`src/rtl/axi_lite_pkg.sv`:
```
// Shared definitions for the AXI-Lite register slave.
//   - AXI response codes used on bresp/rresp
//   - state encodings for the independent write and read FSMs
//   - byte-lane merge helper used when committing a strobed write
package axi_lite_pkg;

   localparam logic [1:0] RESP_OKAY   = 2'b00;
   localparam logic [1:0] RESP_SLVERR = 2'b10;

   typedef enum logic [1:0] {
      W_IDLE,
      W_COMMIT,
      W_RESP
   } w_state_t;

   typedef enum logic {
      R_IDLE,
      R_DATA
   } r_state_t;

   // Replace only the byte lanes whose strobe bit is set.
   function automatic logic [31:0] merge_bytes(
      input logic [31:0] old_val,
      input logic [31:0] new_val,
      input logic [3:0]  strb
   );
      logic [31:0] result;
      result = old_val;
      for (int b = 0; b < 4; b++) begin
         if (strb[b]) begin
            result[8*b +: 8] = new_val[8*b +: 8];
         end
      end
      return result;
   endfunction

endpackage

```
`src/rtl/axi_lite_regs_slave_if.sv`:
```
// AXI-Lite bus bundle between an interconnect master and the register slave.
//   AW channel : awaddr, awvalid, awready
//   W channel  : wdata, wstrb, wvalid, wready
//   B channel  : bresp, bvalid, bready
//   AR channel : araddr, arvalid, arready
//   R channel  : rdata, rresp, rvalid, rready
// Modports: master drives addresses/data/readies for responses,
//           slave drives the address/data readies and the responses.
interface axi_lite_regs_slave_if;

   logic [31:0] awaddr;
   logic        awvalid;
   logic        awready;
   logic [31:0] wdata;
   logic [3:0]  wstrb;
   logic        wvalid;
   logic        wready;
   logic [1:0]  bresp;
   logic        bvalid;
   logic        bready;
   logic [31:0] araddr;
   logic        arvalid;
   logic        arready;
   logic [31:0] rdata;
   logic [1:0]  rresp;
   logic        rvalid;
   logic        rready;

   modport master (
      output awaddr, awvalid, wdata, wstrb, wvalid, bready, araddr, arvalid, rready,
      input  awready, wready, bresp, bvalid, arready, rdata, rresp, rvalid
   );

   modport slave (
      input  awaddr, awvalid, wdata, wstrb, wvalid, bready, araddr, arvalid, rready,
      output awready, wready, bresp, bvalid, arready, rdata, rresp, rvalid
   );

endinterface

```
`src/rtl/axi_lite_addr_decode.sv`:
```
// Combinational address decoder for the register slave.
//   addr      in  : byte address from an AW or AR channel
//   idx       out : word index relative to BASE_ADDR (low bits only)
//   is_reg    out : address hits one of the N_REGS read/write registers
//   is_status out : address hits the read-only status word at offset N_REGS*4
// Anything else is out of range. Address bits [1:0] are ignored.
module axi_lite_addr_decode
   import axi_lite_pkg::*;
#(
   parameter logic [31:0] BASE_ADDR = 32'h0000_0000,
   parameter int          N_REGS    = 8,
   parameter int          IDX_W     = 3
) (
   input  logic [31:0]      addr,
   output logic [IDX_W-1:0] idx,
   output logic             is_reg,
   output logic             is_status
);

   logic [31:0] off;
   logic [29:0] word;
   logic        unused_low;

   assign off        = addr - BASE_ADDR;
   assign word       = off[31:2];
   assign unused_low = ^off[1:0];

   // The full word index is compared, so addresses wrapping below BASE_ADDR
   // become huge indices and fall out of range.
   assign idx       = word[IDX_W-1:0];
   assign is_reg    = (word < 30'(N_REGS));
   assign is_status = (word == 30'(N_REGS));

endmodule

```
`src/rtl/axi_lite_regs_slave.sv`:
```
// AXI-Lite responder exposing N_REGS read/write 32-bit registers plus one
// read-only status word, one outstanding write and one outstanding read.
//   clk, rst   : single clock, synchronous active-high reset
//   bus        : AXI-Lite slave modport (AW/W/B/AR/R channels)
//   status_in  : sampled into rdata when the status word is read
//   reg_out    : flattened register contents, reg k at [32k+31:32k]
//   wr_pulse   : one-cycle strobe per register, raised after it is written
// Write path: AW and W are captured independently, one commit cycle applies
// the strobed write, then B is held until bready. Read path: AR capture
// registers rdata/rresp, which stay stable until rready.
module axi_lite_regs_slave
   import axi_lite_pkg::*;
#(
   parameter logic [31:0] BASE_ADDR = 32'h0000_0000,
   parameter int          N_REGS    = 8,
   parameter logic [31:0] RESET_VAL = 32'h0000_0000
) (
   input  logic                 clk,
   input  logic                 rst,
   axi_lite_regs_slave_if.slave bus,
   input  logic [31:0]          status_in,
   output logic [N_REGS*32-1:0] reg_out,
   output logic [N_REGS-1:0]    wr_pulse
);

   localparam int IDX_W = (N_REGS > 1) ? $clog2(N_REGS) : 1;

   // ------------------------------------------------------------------
   // Register file
   // ------------------------------------------------------------------
   logic [31:0] regs_reg [N_REGS];

   // ------------------------------------------------------------------
   // Write channel state
   // ------------------------------------------------------------------
   w_state_t    w_state_reg;
   logic        aw_held_reg;
   logic        w_held_reg;
   logic [31:0] awaddr_reg;
   logic [31:0] wdata_reg;
   logic [3:0]  wstrb_reg;
   logic        awready_reg;
   logic        wready_reg;
   logic        bvalid_reg;
   logic [1:0]  bresp_reg;
   logic [N_REGS-1:0] wr_pulse_reg;

   logic             aw_fire;
   logic             w_fire;
   logic [IDX_W-1:0] w_idx;
   logic             w_is_reg;
   logic             w_is_status;
   logic             commit_en;

   // ------------------------------------------------------------------
   // Read channel state
   // ------------------------------------------------------------------
   r_state_t    r_state_reg;
   logic        arready_reg;
   logic        rvalid_reg;
   logic [31:0] rdata_reg;
   logic [1:0]  rresp_reg;

   logic             ar_fire;
   logic [IDX_W-1:0] r_idx;
   logic             r_is_reg;
   logic             r_is_status;

   // Write side decodes the held address; read side decodes the live
   // araddr so rdata can be registered on the AR handshake edge.
   axi_lite_addr_decode #(
      .BASE_ADDR (BASE_ADDR),
      .N_REGS    (N_REGS),
      .IDX_W     (IDX_W)
   ) u_w_decode (
      .addr      (awaddr_reg),
      .idx       (w_idx),
      .is_reg    (w_is_reg),
      .is_status (w_is_status)
   );

   axi_lite_addr_decode #(
      .BASE_ADDR (BASE_ADDR),
      .N_REGS    (N_REGS),
      .IDX_W     (IDX_W)
   ) u_r_decode (
      .addr      (bus.araddr),
      .idx       (r_idx),
      .is_reg    (r_is_reg),
      .is_status (r_is_status)
   );

   assign aw_fire   = bus.awvalid && awready_reg;
   assign w_fire    = bus.wvalid && wready_reg;
   assign ar_fire   = bus.arvalid && arready_reg;
   assign commit_en = (w_state_reg == W_COMMIT) && w_is_reg;

   // ------------------------------------------------------------------
   // Write FSM. Readies are registered and only re-opened after the
   // B handshake, so a second AW/W cannot sneak in during W_RESP.
   // ------------------------------------------------------------------
   always_ff @(posedge clk) begin
      if (rst) begin
         w_state_reg  <= W_IDLE;
         aw_held_reg  <= 1'b0;
         w_held_reg   <= 1'b0;
         awaddr_reg   <= '0;
         wdata_reg    <= '0;
         wstrb_reg    <= '0;
         awready_reg  <= 1'b1;
         wready_reg   <= 1'b1;
         bvalid_reg   <= 1'b0;
         bresp_reg    <= RESP_OKAY;
         wr_pulse_reg <= '0;
      end else begin
         wr_pulse_reg <= '0;
         case (w_state_reg)
            W_IDLE: begin
               if (aw_fire) begin
                  awaddr_reg  <= bus.awaddr;
                  aw_held_reg <= 1'b1;
                  awready_reg <= 1'b0;
               end
               if (w_fire) begin
                  wdata_reg  <= bus.wdata;
                  wstrb_reg  <= bus.wstrb;
                  w_held_reg <= 1'b1;
                  wready_reg <= 1'b0;
               end
               if ((aw_held_reg || aw_fire) && (w_held_reg || w_fire)) begin
                  w_state_reg <= W_COMMIT;
               end
            end
            W_COMMIT: begin
               if (w_is_reg) begin
                  wr_pulse_reg[w_idx] <= 1'b1;
                  bresp_reg           <= RESP_OKAY;
               end else begin
                  // Status word and unmapped addresses are both rejected.
                  bresp_reg <= RESP_SLVERR;
               end
               bvalid_reg  <= 1'b1;
               w_state_reg <= W_RESP;
            end
            W_RESP: begin
               if (bus.bready) begin
                  bvalid_reg  <= 1'b0;
                  aw_held_reg <= 1'b0;
                  w_held_reg  <= 1'b0;
                  awready_reg <= 1'b1;
                  wready_reg  <= 1'b1;
                  w_state_reg <= W_IDLE;
               end
            end
            default: begin
               w_state_reg <= W_IDLE;
            end
         endcase
      end
   end

   // ------------------------------------------------------------------
   // Register file update: strobed byte merge during the commit cycle.
   // ------------------------------------------------------------------
   always_ff @(posedge clk) begin
      if (rst) begin
         for (int i = 0; i < N_REGS; i++) begin
            regs_reg[i] <= RESET_VAL;
         end
      end else if (commit_en) begin
         regs_reg[w_idx] <= merge_bytes(regs_reg[w_idx], wdata_reg, wstrb_reg);
      end
   end

   // ------------------------------------------------------------------
   // Read FSM. rdata is sampled from regs_reg on the AR edge, so a write
   // committing on that same edge is not visible to this read.
   // ------------------------------------------------------------------
   always_ff @(posedge clk) begin
      if (rst) begin
         r_state_reg <= R_IDLE;
         arready_reg <= 1'b1;
         rvalid_reg  <= 1'b0;
         rdata_reg   <= '0;
         rresp_reg   <= RESP_OKAY;
      end else begin
         case (r_state_reg)
            R_IDLE: begin
               if (ar_fire) begin
                  arready_reg <= 1'b0;
                  rvalid_reg  <= 1'b1;
                  r_state_reg <= R_DATA;
                  if (r_is_reg) begin
                     rdata_reg <= regs_reg[r_idx];
                     rresp_reg <= RESP_OKAY;
                  end else if (r_is_status) begin
                     rdata_reg <= status_in;
                     rresp_reg <= RESP_OKAY;
                  end else begin
                     rdata_reg <= '0;
                     rresp_reg <= RESP_SLVERR;
                  end
               end
            end
            R_DATA: begin
               if (bus.rready) begin
                  rvalid_reg  <= 1'b0;
                  arready_reg <= 1'b1;
                  r_state_reg <= R_IDLE;
               end
            end
            default: begin
               r_state_reg <= R_IDLE;
            end
         endcase
      end
   end

   // ------------------------------------------------------------------
   // Outputs
   // ------------------------------------------------------------------
   assign bus.awready = awready_reg;
   assign bus.wready  = wready_reg;
   assign bus.bvalid  = bvalid_reg;
   assign bus.bresp   = bresp_reg;
   assign bus.arready = arready_reg;
   assign bus.rvalid  = rvalid_reg;
   assign bus.rdata   = rdata_reg;
   assign bus.rresp   = rresp_reg;
   assign wr_pulse    = wr_pulse_reg;

   for (genvar gi = 0; gi < N_REGS; gi++) begin : g_reg_out
      assign reg_out[gi*32 +: 32] = regs_reg[gi];
   end

endmodule

```
`src/flat_wrapper.sv`:
```
// flat-port wrapper written by rule: the top's interface ports become plain ports
module axi_lite_regs_slave_flat import axi_lite_pkg::*;
#(
   parameter logic [31:0] BASE_ADDR = 32'h0000_0000,
   parameter int          N_REGS    = 8,
   parameter logic [31:0] RESET_VAL = 32'h0000_0000
)
  (clk, rst, status_in, reg_out, wr_pulse, bus_awaddr, bus_awvalid, bus_wdata, bus_wstrb, bus_wvalid, bus_bready, bus_araddr, bus_arvalid, bus_rready, bus_awready, bus_wready, bus_bresp, bus_bvalid, bus_arready, bus_rdata, bus_rresp, bus_rvalid);
  axi_lite_regs_slave_if bus_i ();
  input  logic clk;
  input  logic rst;
  input  logic [31:0] status_in;
  output logic [N_REGS*32-1:0] reg_out;
  output logic [N_REGS-1:0] wr_pulse;
  input wire logic [$bits(bus_i.awaddr)-1:0] bus_awaddr;
  input wire logic [$bits(bus_i.awvalid)-1:0] bus_awvalid;
  input wire logic [$bits(bus_i.wdata)-1:0] bus_wdata;
  input wire logic [$bits(bus_i.wstrb)-1:0] bus_wstrb;
  input wire logic [$bits(bus_i.wvalid)-1:0] bus_wvalid;
  input wire logic [$bits(bus_i.bready)-1:0] bus_bready;
  input wire logic [$bits(bus_i.araddr)-1:0] bus_araddr;
  input wire logic [$bits(bus_i.arvalid)-1:0] bus_arvalid;
  input wire logic [$bits(bus_i.rready)-1:0] bus_rready;
  output wire logic [$bits(bus_i.awready)-1:0] bus_awready;
  output wire logic [$bits(bus_i.wready)-1:0] bus_wready;
  output wire logic [$bits(bus_i.bresp)-1:0] bus_bresp;
  output wire logic [$bits(bus_i.bvalid)-1:0] bus_bvalid;
  output wire logic [$bits(bus_i.arready)-1:0] bus_arready;
  output wire logic [$bits(bus_i.rdata)-1:0] bus_rdata;
  output wire logic [$bits(bus_i.rresp)-1:0] bus_rresp;
  output wire logic [$bits(bus_i.rvalid)-1:0] bus_rvalid;
  assign bus_i.awaddr = bus_awaddr;
  assign bus_i.awvalid = bus_awvalid;
  assign bus_i.wdata = bus_wdata;
  assign bus_i.wstrb = bus_wstrb;
  assign bus_i.wvalid = bus_wvalid;
  assign bus_i.bready = bus_bready;
  assign bus_i.araddr = bus_araddr;
  assign bus_i.arvalid = bus_arvalid;
  assign bus_i.rready = bus_rready;
  assign bus_awready = bus_i.awready;
  assign bus_wready = bus_i.wready;
  assign bus_bresp = bus_i.bresp;
  assign bus_bvalid = bus_i.bvalid;
  assign bus_arready = bus_i.arready;
  assign bus_rdata = bus_i.rdata;
  assign bus_rresp = bus_i.rresp;
  assign bus_rvalid = bus_i.rvalid;
  axi_lite_regs_slave #(.BASE_ADDR(BASE_ADDR), .N_REGS(N_REGS), .RESET_VAL(RESET_VAL)) u_core (.clk(clk), .rst(rst), .bus(bus_i), .status_in(status_in), .reg_out(reg_out), .wr_pulse(wr_pulse));
endmodule
```
`config.mk`:
```
export PLATFORM = sky130hd
export DESIGN_NAME = axi_lite_regs_slave_flat
export DESIGN_NICKNAME = d
export VERILOG_FILES = /design/src/rtl/axi_lite_pkg.sv /design/src/rtl/axi_lite_regs_slave_if.sv /design/src/rtl/axi_lite_addr_decode.sv /design/src/rtl/axi_lite_regs_slave.sv /design/src/flat_wrapper.sv
export SDC_FILE = /design/constraint.sdc
export NUM_CORES = 1
export LEC_CHECK = 0
export ABC_AREA = 1
export CELL_PAD_IN_SITES_DETAIL_PLACEMENT = 1
export CELL_PAD_IN_SITES_GLOBAL_PLACEMENT = 1
export CORE_MARGIN = 2
export CORE_UTILIZATION = 41
export CTS_CLUSTER_DIAMETER = 120
export DETAILED_ROUTE_END_ITERATION = 8
export GPL_ROUTABILITY_DRIVEN = 0
export PLACE_DENSITY_LB_ADDON = 0.1
export SYNTH_ARGS = -nofsm -noshare
export SYNTH_HDL_FRONTEND = slang
export SYNTH_SLANG_ARGS = --single-unit
```
`constraint.sdc`:
```
create_clock -name clk -period 4.1 [get_ports clk]
set_clock_uncertainty 0.15 [all_clocks]
set_input_delay 0.82 -clock clk [delete_from_list [all_inputs] [get_ports clk]]
set_output_delay 0.82 -clock clk [all_outputs]
set_load 0.01 [all_outputs]
```
Word level (Yosys, flattened, before mapping)
Memories as Yosys holds them, arrays and structs flattened.
Index checks and enable logic that the tools add are counted.
- bits in writable memories: 256
- output and inout port bits: 305
- flip-flop bits (word level): 122
- logic and storage cells: 112
- memories kept: 1
- input bits: 139
- reduce and logical (&&, ||, !) cells: 25
- magnitude comparators: 4
- multiplexer cells: 50
- eq/ne operators: 13
- bitwise logic cells: 3
- memory list (name ; depth ; width ; read ports ; clocked after Yosys merged registers in ; wr ports ; RTL line ; text):
    u_core.regs_reg ; 8 ; 32 ; 9 ; 0 ; 8 ; axi_lite_regs_slave.sv:31 ; logic [31:0] regs_reg [N_REGS];
- operators by type and width (kind ; number):
    $mux 32 ; 3
    $mux 8 ; 12
    $lt 30x4->1 const B ; 2
    $reduce_or 32->1 ; 1
    $eq 30x4->1 const B ; 1
    $reduce_and 2->1 ; 10
    $mux 1 ; 18
    $pmux 1 s2 ; 8
    $ne 3x3->1 const B ; 4
    $mux 2 ; 5
    $ne 2x1->1 const B ; 4
    $logic_and 1x1->1 ; 6
    $pmux 2 s3 ; 1
    $reduce_and 3->1 ; 2
    $lt 3x4->1 const B ; 1
    $mux 4 ; 1
    $ne 2x2->1 const B ; 2
    $reduce_bool 2->1 ; 2
    $demux 1 s3 ; 1
    $ge 3x1->1 const B ; 1
    $mux 3 ; 1
    $not 1->1 ; 3
    $reduce_or 3->1 ; 1
    $eq 2x1->1 const B ; 1
    other kinds (3) ; 4

Longest topological paths before layout
- depth after elaboration: 8
- depth in mapped cells: 12
- mapped depth without buffers: 11

Modules after synthesis
A second synthesis with hierarchy kept.
- cells, all modules: 1943
- area, all modules: 16674.7 um^2
- by module, submodules not included (module ; times used ; area an instance (um^2) ; cells each ; seq. area each (um^2)):
    axi_lite_regs_slave ; 1 ; 16377.0 ; 1871 ; 10089.7
    axi_lite_addr_decode ; 2 ; 148.9 ; 36 ; 0.0

Least setup slack after synthesis
No wires, ideal clock.
- kind: in2reg
- start point: input port rst
- end point: memory u_core.regs_reg[0][0] (enable)
- data required time: 3.566 ns
- slack: 1.605 ns
- stages on the path: 3
- buffers on the path: 0
- arrival time: 1.961 ns
- setup time: 0.384 ns
- cells stage by stage: inv_2 -> nand4_4 -> o21ai_0
- RTL lines (what ; RTL line ; text):
    from (decl) ; flat_wrapper.sv:11 ; input logic rst;
    to (decl) ; axi_lite_regs_slave.sv:31 ;

==> qor.yml <==
finish:
  drive_gt1_frac: 0.1598
  largest_reg_flops: 256
  fin_area_sq_um: 24720
  final_nets: 2526
  area_growth_pct: 33.59
  fillers: 5017
power_and_ir_drop:
  p_sw_frac: 0.2793
  ir_worst_vdd_mv: 0.2744
  sequentialPowerShare: 0.449
  power.density_nw_per_um2: 390.6
  clkPwrFrac: 0.402
  combinationalPowerShare: 0.149
  p_sw_mw: 2.697
  internal-power_mw: 6.959
  finalPower_mw: 9.656
  leakagePower_nw: 9.213
floorplan:
  ios: 444
  coreArea_sq_um: 44410
  rows: 77
  die_w_microns: 216.4
  die-area_sq_um: 46840
  start_util: 0.4166
  die_y_microns: 216.4
flow_run:
  max_cap_violations: 0
routing:
  antenna_left: 0
  initialDrtViolationCount: 1247
  via_count: 15810
  wl_per_cell_microns: 22.51
  routed_wl_mm: 67.89
  vias_per_cell: 5.243
  drtPass1Iterations: 5
  drc_errors: 0
worst_setup_path:
  cp_slowest_cell: "o21ai_0"
  cp_num_buf_inv: 0
  worst_setup_path_start_kind: "register"
  worst_setup_path_end_kind: "register"
  path_max_fanout: 21
  rr_endpoint: "u_core.regs_reg[1][16]"
  reg2reg_depth: 7
  worst-path-stages: 7
  crit_type: "reg -> reg"
  rr_startpoint: "u_core.awaddr_reg[28]"
  r2r_slack_ps: 850
  critical_path.cell_chain: "nor2_1, nand2_1, nor2_1, nand2_2, nor2_8, nand4_4, o21ai_0"
  path_delay_family: "simple AND/OR/NAND/NOR gates"
  cpPeakStageDelay_ps: 1120
  startpoint: "u_core.awaddr_reg[28]"
  cp.arrival_ps: 3280
  crit_path_frequent_cell: "nor2_1"
  crit_path_end: "u_core.regs_reg[1][16]"
  crit_required_ps: 4140
timing:
  hold_viol: 0
  finalSetupViolCount: 0
  rsz0062_at_grt: "no"
  setup_ws_ps: 853.5
  tightest_slew_ps: 1277
  fin_tns_setup_ps: 0
  period_needed_ps: 3246
  fmax_mhz: 308.0
  slew_headroom: 0.1396
  whs_ps: 302.6
  layout_worst_path_cycle_share: 0.7918
  drv_slew: 0
synthesis:
  yosysTopAreaCell: "edfxtp_1"
  ys_warn_count: 0
  netlist_top_cells_area: "edfxtp_1, dfxtp_1, nor3_2"
  synth.distinct_cells: 28
  syn-cell-area_sq_um: 18500
  avgSynthCellArea_sq_um: 9.307
  ys_seq_elements: 374
  yosysTopAreaCellShare: 0.4155
  syn_inst: 1988
  seq_area_frac_synth: 0.5431
grt:
  grt_max_degree: 72
  grt-ovfl-total: 0
  grt_pass1_vias: 16290
  grt_use_total: 0.2844
  antenna_found_initial: 10
  grt_pass1_wl_mm: 100.7
clock_tree:
  clock_sinks: 374
  cts_setup_buffers: 0
  numCtsBuffers: 43
  path_clk_slew_ps: 60
  clk_path_buf_depth: 3
  cts_tree: "yes"
  h-tree-depth: 2
  insertion_delay_ps: 580
  cts_root_buf: "clkbuf_16"
  cts-resized-gates: 0
  holdBufCountCts: 0
worst_hold_path:
  hold_path_depth: 2
  min_path_type: "reg -> reg"
placement:
  place_area_sq_um: 23290
  dp_worst_setup_slack_ps: 686.9
  place_hpwl_mm: 49.73
  portBuffers: 437
run_status:
  status: "completed"
how the worst min path moves through the flow:
stage	from	endpoint
after global routing	u_core.bus.rdata[20]	u_core.bus.rdata[20]
after floorplan	u_core.aw_held_reg	u_core.aw_held_reg
after global placement	u_core.awaddr_reg[30]	u_core.awaddr_reg[30]
final	u_core.awaddr_reg[30]	u_core.awaddr_reg[30]
after CTS	u_core.awaddr_reg[30]	u_core.awaddr_reg[30]
after detailed placement	u_core.awaddr_reg[30]	u_core.awaddr_reg[30]
power groups by stage:
stage | clock (mW) | sequential [mW] | combinational (mW)
6_report | 3.88 | 4.33 | 1.44
5_1_grt | 4.08 | 4.35 | 1.56
4_1_cts | 3.94 | 4.33 | 1.44
3_5_place_dp | 0 | 4.41 | 1.43
3_3_place_gp | 0 | 4.40 | 1.39
2_1_floorplan | 0 | 4.42 | 0.740
cells in the mapped netlist:
cell	number
a21oi_1	77
and2_1	1
buf_1	4
buf_2	37
buf_4	2
buf_6	24
clkbuf_1	76
clkinv_1	35
conb_1	1
dfxtp_1	118
edfxtp_1	256
inv_1	190
inv_2	6
nand2_1	489
nand2_2	3
nand3_1	192
nand4_1	1
nand4_4	8
nor2_1	103
nor2_2	3
nor2_4	1
nor2_8	1
nor3_1	25
nor3_2	228
nor3_4	4
o211ai_1	1
o21ai_0	101
o22ai_1	1
layout by cell type (no fill, tap or decap), types with 5 or more instances in the layout:
cell type	instances
clkbuf_1	10
clkinv_1	40
nor3_1	25
clkinv_2	12
nand3_1	192
clkbuf_16	44
clkdlybuf4s50_1	433
o21ai_1	5
edfxtp_1	256
nand4_4	8
buf_4	58
nand2_1	489
nor3_2	228
a21oi_1	77
inv_1	188
nor2_1	100
dfxtp_1	118
o21ai_0	96
cells by family after synthesis:
kind of cell	Yosys count	synth area share
AO/OA/AOI/OAI	180	0.04889
buffers and inverters	374	0.08852
flip-flops	374	0.5431
other	1	0.0002027
AND/OR/NAND/NOR	1059	0.3192
through the flow:
step	cells	utilization
after global routing	3015	0.5565
after floorplan	1989	-
final	3016	0.5566
after global placement	2932	0.5244
after CTS	3012	0.5562
after detailed placement	2932	0.5244
routing by layer:
layer,up-vias,global-route usage,part of all wire
met5,-,0,0.0017
met4,16,0.1199,0.039
met3,125,0.05460,0.067
met2,535,0.4644,0.48
met1,7761,0.3701,0.41
li1,7376,-,-
worst reg2reg max path: cells and delay by family (launching register included):
kind            cells  cell delay, ps
simple gates        6            1270
flops               1             310
compound gates      1            1120
area by class of cell:
type	count	area (sq um)	share of cell area
repair buffers	496	4797	0.1941
well taps	592	740.7	0.02997
inverters	231	874.6	0.03538
multi-input cells	1241	6842	0.2768
clock inverters	23	230.2	0.009314
diodes	2	5.005	0.0002025
clock buffers	57	1180	0.04773
flip-flops and latches	374	10050	0.4066
Note: power is estimated with default switching activity, not from simulation.
